<file path="src/rtl/cpu_pkg.sv">
// Shared types and constants for the memory port arbiter.
//   arb_state_t : arbiter FSM state encoding
//   PORT_C/D    : port identifiers used for owner/winner tracking
//   DEF_*       : default address/data widths of the instruction/data RAM
package cpu_pkg;

  typedef enum logic [1:0] {
    IDLE   = 2'd0,
    ACCESS = 2'd1,
    WAIT   = 2'd2,
    DONE   = 2'd3
  } arb_state_t;

  localparam logic PORT_C = 1'b0;
  localparam logic PORT_D = 1'b1;

  localparam int DEF_ADDR_W = 9;
  localparam int DEF_DATA_W = 32;

endpackage

</file>
<file path="src/rtl/rr_arbiter2.sv">
// Two-way combinational round-robin pick.
//   c_req, d_req : requests from port C and port D
//   owner        : last granted port (PORT_C/PORT_D)
//   win_valid    : at least one request present
//   win_id       : winning port; on a tie the port that is not the owner wins
module rr_arbiter2
  import cpu_pkg::*;
(
  input  logic c_req,
  input  logic d_req,
  input  logic owner,
  output logic win_valid,
  output logic win_id
);

  always_comb begin
    win_valid = c_req | d_req;
    if (c_req && d_req) begin
      win_id = ~owner;
    end else if (d_req) begin
      win_id = PORT_D;
    end else begin
      win_id = PORT_C;
    end
  end

endmodule

</file>
<file path="src/rtl/mem_port_arbiter.sv">
// Shares the single-port instruction/data RAM between the CPU port (C) and the
// debug/program loader port (D). One word per grant, fixed read latency.
//   clk, rst                 : system clock, synchronous active-high reset
//   c_req/we/addr/wdata      : CPU request; held stable until c_gnt
//   c_gnt, c_done, c_rdata   : accept pulse, completion pulse, registered read data
//   d_*                      : same for the loader port
//   ram_addr/wdata/we        : RAM command, driven from the latched request
//   ram_rdata                : RAM read data, valid RD_LAT cycles after the address
//   busy                     : FSM not in IDLE
//   owner                    : last granted port (0=C, 1=D)
//
// state  | meaning
// IDLE   | arbitrate; latch winner's command
// ACCESS | winner's gnt; RAM samples address/we/wdata
// WAIT   | RD_LAT cycles of read latency; capture on the last one
// DONE   | winner's done pulse
module mem_port_arbiter
  import cpu_pkg::*;
#(
  parameter int ADDR_W = DEF_ADDR_W,
  parameter int DATA_W = DEF_DATA_W,
  parameter int RD_LAT = 1
) (
  input  logic              clk,
  input  logic              rst,
  input  logic              c_req,
  input  logic              c_we,
  input  logic [ADDR_W-1:0] c_addr,
  input  logic [DATA_W-1:0] c_wdata,
  output logic              c_gnt,
  output logic              c_done,
  output logic [DATA_W-1:0] c_rdata,
  input  logic              d_req,
  input  logic              d_we,
  input  logic [ADDR_W-1:0] d_addr,
  input  logic [DATA_W-1:0] d_wdata,
  output logic              d_gnt,
  output logic              d_done,
  output logic [DATA_W-1:0] d_rdata,
  output logic [ADDR_W-1:0] ram_addr,
  output logic [DATA_W-1:0] ram_wdata,
  output logic              ram_we,
  input  logic [DATA_W-1:0] ram_rdata,
  output logic              busy,
  output logic              owner
);

  localparam int CNT_W = $clog2(RD_LAT + 1);

  arb_state_t        state_q, state_d;
  logic              owner_q, owner_d;
  logic              win_q, win_d;
  logic              we_q, we_d;
  logic [ADDR_W-1:0] addr_q, addr_d;
  logic [DATA_W-1:0] wdata_q, wdata_d;
  logic [CNT_W-1:0]  cnt_q, cnt_d;
  logic [DATA_W-1:0] c_rdata_q, c_rdata_d;
  logic [DATA_W-1:0] d_rdata_q, d_rdata_d;

  logic win_valid;
  logic win_id;

  rr_arbiter2 u_rr (
    .c_req    (c_req),
    .d_req    (d_req),
    .owner    (owner_q),
    .win_valid(win_valid),
    .win_id   (win_id)
  );

  always_ff @(posedge clk) begin
    if (rst) begin
      state_q   <= IDLE;
      owner_q   <= PORT_D;
      win_q     <= PORT_C;
      we_q      <= 1'b0;
      addr_q    <= '0;
      wdata_q   <= '0;
      cnt_q     <= '0;
      c_rdata_q <= '0;
      d_rdata_q <= '0;
    end else begin
      state_q   <= state_d;
      owner_q   <= owner_d;
      win_q     <= win_d;
      we_q      <= we_d;
      addr_q    <= addr_d;
      wdata_q   <= wdata_d;
      cnt_q     <= cnt_d;
      c_rdata_q <= c_rdata_d;
      d_rdata_q <= d_rdata_d;
    end
  end

  always_comb begin
    state_d   = state_q;
    owner_d   = owner_q;
    win_d     = win_q;
    we_d      = we_q;
    addr_d    = addr_q;
    wdata_d   = wdata_q;
    cnt_d     = cnt_q;
    c_rdata_d = c_rdata_q;
    d_rdata_d = d_rdata_q;
    c_gnt     = 1'b0;
    d_gnt     = 1'b0;
    c_done    = 1'b0;
    d_done    = 1'b0;
    unique case (state_q)
      IDLE: begin
        if (win_valid) begin
          win_d   = win_id;
          owner_d = win_id;
          we_d    = (win_id == PORT_D) ? d_we    : c_we;
          addr_d  = (win_id == PORT_D) ? d_addr  : c_addr;
          wdata_d = (win_id == PORT_D) ? d_wdata : c_wdata;
          state_d = ACCESS;
        end
      end
      ACCESS: begin
        c_gnt = (win_q == PORT_C);
        d_gnt = (win_q == PORT_D);
        if (we_q) begin
          state_d = DONE;
        end else begin
          cnt_d   = CNT_W'(RD_LAT - 1);
          state_d = WAIT;
        end
      end
      WAIT: begin
        if (cnt_q == '0) begin
          if (win_q == PORT_D) d_rdata_d = ram_rdata;
          else                 c_rdata_d = ram_rdata;
          state_d = DONE;
        end else begin
          cnt_d = cnt_q - CNT_W'(1);
        end
      end
      DONE: begin
        c_done  = (win_q == PORT_C);
        d_done  = (win_q == PORT_D);
        state_d = IDLE;
      end
      default: state_d = IDLE;
    endcase
  end

  // A reset arriving in ACCESS must keep the write from reaching the RAM on
  // that same edge, so the strobe is qualified with rst.
  assign ram_we    = (state_q == ACCESS) && we_q && !rst;
  assign ram_addr  = addr_q;
  assign ram_wdata = wdata_q;
  assign busy      = (state_q != IDLE);
  assign owner     = owner_q;
  assign c_rdata   = c_rdata_q;
  assign d_rdata   = d_rdata_q;

endmodule

</file>
<file path="config.mk">
export PLATFORM = sky130hd
export DESIGN_NAME = mem_port_arbiter
export DESIGN_NICKNAME = d
export VERILOG_FILES = /design/src/rtl/cpu_pkg.sv /design/src/rtl/rr_arbiter2.sv /design/src/rtl/mem_port_arbiter.sv
export SDC_FILE = /design/constraint.sdc
export NUM_CORES = 1
export LEC_CHECK = 0
export BUFFER_PORTS_ARGS = -buffer_cell sky130_fd_sc_hd__clkbuf_2
export CORE_MARGIN = 4
export CORE_UTILIZATION = 40
export CTS_CLUSTER_SIZE = 20
export DETAILED_ROUTE_END_ITERATION = 7
export GPL_TIMING_DRIVEN = 0
export PLACE_DENSITY_LB_ADDON = 0.05
export SKIP_LAST_GASP = 1
export SLEW_MARGIN = 25
export SYNTH_ARGS = -nofsm -noshare
export SYNTH_HDL_FRONTEND = slang
export SYNTH_SLANG_ARGS = --single-unit
</file>
<file path="constraint.sdc">
create_clock -name clk -period 1.4 [get_ports clk]
set_input_delay 0.07 -clock clk [delete_from_list [all_inputs] [get_ports clk]]
set_output_delay 0.07 -clock clk [all_outputs]
set_load 0.005 [all_outputs]
</file>
== Yosys cells after proc, flatten, opt, wreduce, memory -nomap -nowiden ==
Cells that the tools add are included.
Operators by class
  mux-type cells: 16
  equality and inequality tests: 6
  bitwise gates (word level): 4
  add/sub/neg operators: 1
  reduce and logical (&&, ||, !) cells: 12
Operator list (count)
  $mux W32: 1
  $mux W1: 10
  $mux W9: 1
  $pmux W2 S4: 1
  $reduce_and A2 Y1: 3
  $reduce_and A3 Y1: 2
  $eq A2 B2 Y1 const B: 2
  $mux W2: 2
  $ne A2 B2 Y1 const B: 2
  $reduce_bool A2 Y1: 2
  $logic_and A1 B1 Y1: 3
  $not A1 Y1: 3
  $eq A2 B1 Y1 const B: 1
  $logic_not A2 Y1: 1
  $ne A2 B1 Y1 const B: 1
  $pmux W1 S2: 1
  $logic_not A1 Y1: 1
  $or A1 B1 Y1: 1
  $sub A1 B1 Y1 const B: 1
Storage, ports and cells
  logic and storage cells: 48
  register bits after elaboration: 111
  output and inout bits: 112

== Logic depth before layout (Yosys ltp) ==
  depth in word-level cells: 3
  mapped depth: 8
  mapped depth without buffers: 5

== Hierarchy ==
Synthesis repeated with hierarchy kept, for this count alone.
Unflattened totals
  cell total of the unflattened synthesis: 502
  area total of the unflattened synthesis: 4474.3 um2
By module, submodules not included
  mem_port_arbiter: area an instance 4460.5 um2, times used 1, seq. area each 2202.1 um2, cells each 500
  rr_arbiter2: area an instance 13.8 um2, times used 1, seq. area each 0.0 um2, cells each 2

== Worst setup path after synthesis ==
No wires, ideal clock.
  path kind: register to register
  from: reg state_q[0]
  to: reg wdata_q[12] (netlist: ram_wdata[12])
  clock period less this slack: 1412 ps
  path buffers: 3
  required time: 1257 ps
  slack: -12 ps
  data arrival time: 1269 ps
  stages on the path, launching flop included: 9
  path through: dfxtp_1 inv_1 ha_1 buf_2 o21a_1 buf_2 buf_2 nor2_1 a211oi_2
On the way
  longest elaborated chain between the ends: 2
RTL lines
  start, declared: line mem_port_arbiter.sv:50  | arb_state_t state_q, state_d;
  start signal, assigned: line mem_port_arbiter.sv:83  | state_q <= state_d;
  $logic_not A2 Y1: line mem_port_arbiter.sv:109  | unique case (state_q)
  $reduce_and A2 Y1 (no line)
  end signal, assigned: line mem_port_arbiter.sv:88  | wdata_q <= wdata_d;
  end, declared: line mem_port_arbiter.sv:55  | logic [DATA_W-1:0] wdata_q, wdata_d;
No other way between the ends.
A chain may end at the register's enable or synchronous reset.

== Worst setup path after layout ==
  from: reg state_q[1]
  to: reg wdata_q[10] (netlist: ram_wdata[10])
Same word-level chain as after synthesis.

==> out/summary.log <==
[clock_network] maximum buffer depth of the clock tree 2
[pwr] combinational share of power 49.2%
[final_layout] Final nets 1027
[synthesis] flops & latches, synth 110
[critical_path] largest incremental delay on the critical path 400 ps
[critical_path] Reg2Reg Setup Slack -40 ps
[final_layout] commonest cells after routing, fill and taps aside 227 x clkbuf_2, 170 x nand2_1, 107 x dfxtp_1, 102 x dlygate4sd3_1, 77 x a21oi_1
[floorplanning] effective utilization at floorplan 41.6%
[floorplanning] core area 10500 µm²
[critical_path] crit-path leading delay family compound AO/OA/AOI/OAI gates
[status] status finished, violations left
[drt] final routed DRC violation total 0
[global_routing] global route total overflow 0
[global_routing] number of antenna violations at the first check in global routing 0
[final_layout] commonest non-fill, non-tap cell in the layout clkbuf_2
[timing] top achievable clock speed 0.695 GHz
[drt] router iterations before antenna repair 4
[timing] final period demand of the worst path 1440 ps
[synthesis] number of distinct library cell variants in the gate-level netlist after synthesis 26
[critical_path] Critical Path, Cell by Cell inv_4 > ha_4 > buf_6 > o21ai_4 > buf_6 > a21oi_2 > a211oi_2
[synthesis] top cell type by total area after synthesis dfxtp_1
[placement] placed inst area 5680 µm²
[clock_network] Sink Count 110
[synthesis] mean instance size in the synthesized netlist 7.96 µm²
[timing] number of endpoints with negative hold slack in the final report 0
[pwr] Clock power frac 16.2%
[critical_path] slowest stage cell on the critical path dfxtp_4
[floorplanning] Die X 112 µm
[pwr] Sw Pwr 4.64 mW
[timing] Slew Limit Headroom 49.8%
[critical_path] top fanout value on the critical path 6
[timing] final setup violation count 4
[final_layout] fraction of layout cells with a size suffix above 1 42.2%
[critical_path] beginning of the worst register-to-register path state_q[1]
[synthesis] cells after synthesis 547
[hold_path] hold worst-path end ram_wdata[8]
[clock_network] clock edge transition at the registers on the reported setup and hold paths 110 ps
[status] violations in the final reports setup timing
[critical_path] Crit path top cell by count buf_6
[final_layout] final standard cell area without fillers 7630 µm²
[synthesis] number of enable-type register cells in the synthesized netlist 0
[final_layout] relative area change from synthesis to final layout 75.3%
[final_layout] Post-Route Utilization 72.9%
[drt] total wirelength of the detailed-routed design 16600 µm
[synthesis] asr flop ratio synth 0%
[placement] routability cong. 0.799
[critical_path] endpoint type of the worst setup path flop
[timing] worst clock skew 10.7 ps
[pwr] leakage power 3.36 nW
[pwr] fraction of power spent switching nets 36.8%
[hold_path] hold_sp d_wdata[8]
[clock_network] root buffer cell clkbuf_8
[clock_network] clock tree from TritonCTS done
[drt] wire per inst 15.9 µm
[critical_path] FF-to-FF End ram_wdata[10]
[timing] Max Transition Viols Final 0
[global_routing] via count of the first global-routing pass 5388
[timing] transition time at the pin with the least slew margin 753 ps
[floorplanning] standard-cell row count 37
[floorplanning] die area 12600 µm²
[pwr] Flop pwr share 34.7%
[critical_path] kind of start point of the critical path flop
[global_routing] largest net degree at the start of global routing 17
[synthesis] Net Count, Synth 671
[synthesis] leading cell types by total area after synthesis dfxtp_1 51%, nand2_1 15%, a21oi_1 12%
[synthesis] total of warnings raised by yosys 0
[drt] number of routed nets with antenna violations 0
[clock_network] clock latency of the later-clocked register in the worst-skew pair 380 ps
[timing] unrepaired setup endpoints after global routing true
[critical_path] arrival time worst endpoint 1740 ps
[drt] DRC violation total after the first TritonRoute iteration 268
[drt] total vias in the final route 5223
[critical_path] data required time of the worst path 1700 ps
[global_routing] total global routing track utilization 24.6%
[synthesis] dominant synthesized flop cell dfxtp_1
[placement] setup slack after placement -299 ps
[floorplanning] count of pins on the block boundary 232
[timing] final worst-path cycle share 103%
[pwr] internal power summed over all cells 7.96 mW
[drt] Avg Vias per Cell 5.01
[critical_path] Buf+Inv Stages, Crit Path 3
[placement] hpwl dp 10300 µm
[clock_network] number of H-tree levels 3
[synthesis] Synth top area share 50.6%
[hold_path] min-delay worst type input pin to flop
[critical_path] Register-to-Register Path Depth 7
[pwr] power per cell area 1650 nW/µm²
[synthesis] combined area of all synthesized cells 4350 µm²
[critical_path] critical path class flop to flop
[clock_network] TritonCTS buffer count 9
[timing] setup slack after layout -39.5 ps
[global_routing] first-pass GRT wire length 25500 µm
[hold_path] Min-Delay Path Depth 3
[flow_run] number of maximum-capacitance violations 0
[placement] number of port buffers 230
[pwr] worst IR drop on VDD 1.04 mV
[floorplanning] DIE HEIGHT 112 µm
[synthesis] proportion of synthesized chip area in sequential cells 50.6%
through the flow:
stage / power, mW / hold WS [ps] / TNS, ps / instances
after floorplan: 6.64 / 206 / -163 / 547
after global placement: 8.09 / 300 / -14900 / 913
after detailed placement: 8.21 / 305 / -20980 / 913
after CTS: 11.6 / 1.16 / -1580 / 1037
after global routing: 13.3 / 1.72 / -1350 / 1041
final: 12.6 / 10.4 / -91.8 / 1042
worst register-to-register path, cell delays in order (launching register included):
cell and delay [ps]:
dfxtp_4 400, inv_4 50, ha_4 180, buf_6 120, o21ai_4 140, buf_6 190
a21oi_2 50, a211oi_2 240
worst max path at each step:
| stage | end | startpoint | cells after the start | slack [ps] |
|---|---|---|---|---|
| finish | ram_wdata[10] | state_q[1] | 7 | -40 |
| global route | ram_wdata[10] | state_q[1] | 7 | -100 |
| CTS | ram_wdata[21] | state_q[1] | 8 | -50 |
| detailed placement | ram_wdata[21] | state_q[0] | 8 | -300 |
| global placement | ram_wdata[11] | state_q[0] | 8 | -200 |
| floorplan | ram_wdata[12] | state_q[0] | 8 | -10 |
routing by layer:
layer	track usage, %	wire length [µm]
met5	0	0
met4	11.8	639
met3	6.74	1210
met2	44.2	8480
met1	26.7	6280
registers in the layout, indices dropped and copies added (netlist names):
signal / count
c_rdata: 32
d_rdata: 32
owner: 1
ram_addr: 9
ram_wdata: 32
state_q: 2
we_q: 1
win_q: 1
layout make-up:
class / instances / area (µm²)
clock buffers: 9 / 124
flip-flops and latches: 110 / 2210
diodes: 1 / 2.50
well taps: 136 / 170
fillers: 817 / 2830
inverters: 3 / 16.3
multi-input cells: 389 / 2290
repair buffers: 346 / 2390
clock inverters: 4 / 75.1
plain buffers: 44 / 358
cell families (layout without fill, tap and decap cells):
logic type / Yosys count / in the layout / synth area share (%)
buffers and inverters: 49 / 406 / 5.64
other: 0 / 1 / 0
AO/OA/AOI/OAI: 156 / 157 / 22.1
flip-flops: 110 / 110 / 50.6
multiplexers: 1 / 1 / 0.230
AND/OR/NAND/NOR: 227 / 227 / 20.2
adder cells (fa/ha/maj): 4 / 4 / 1.15
timing repair:
item,4_1_cts,5_1_grt
hold buffers,100,2
gates cloned,7,3
buffers inserted,5,0
endpoints found under the hold margin,106,2
gates resized for setup,83,78
setup endpoints to repair,108,111
pin swaps,35,21
power groups by stage:
stage | logic (mW) | clock network (mW) | registers, mW
2_1_floorplan | 2.27 | 0 | 4.37
3_3_place_gp | 3.76 | 0 | 4.34
3_5_place_dp | 3.84 | 0 | 4.36
4_1_cts | 5.17 | 2.07 | 4.32
5_1_grt | 6.67 | 2.18 | 4.45
6_report | 6.19 | 2.04 | 4.37
synthesized netlist by cell type (3+ instances only):
master / number
clkbuf_1: 16
nor2_1: 46
inv_1: 3
ha_1: 4
a211oi_1: 33
buf_6: 4
nand2_1: 171
buf_2: 25
and2_1: 3
dfxtp_1: 110
nor2b_1: 3
a21oi_1: 107
a211oi_2: 9
No activity file was read; power rests on OpenSTA's default activity.
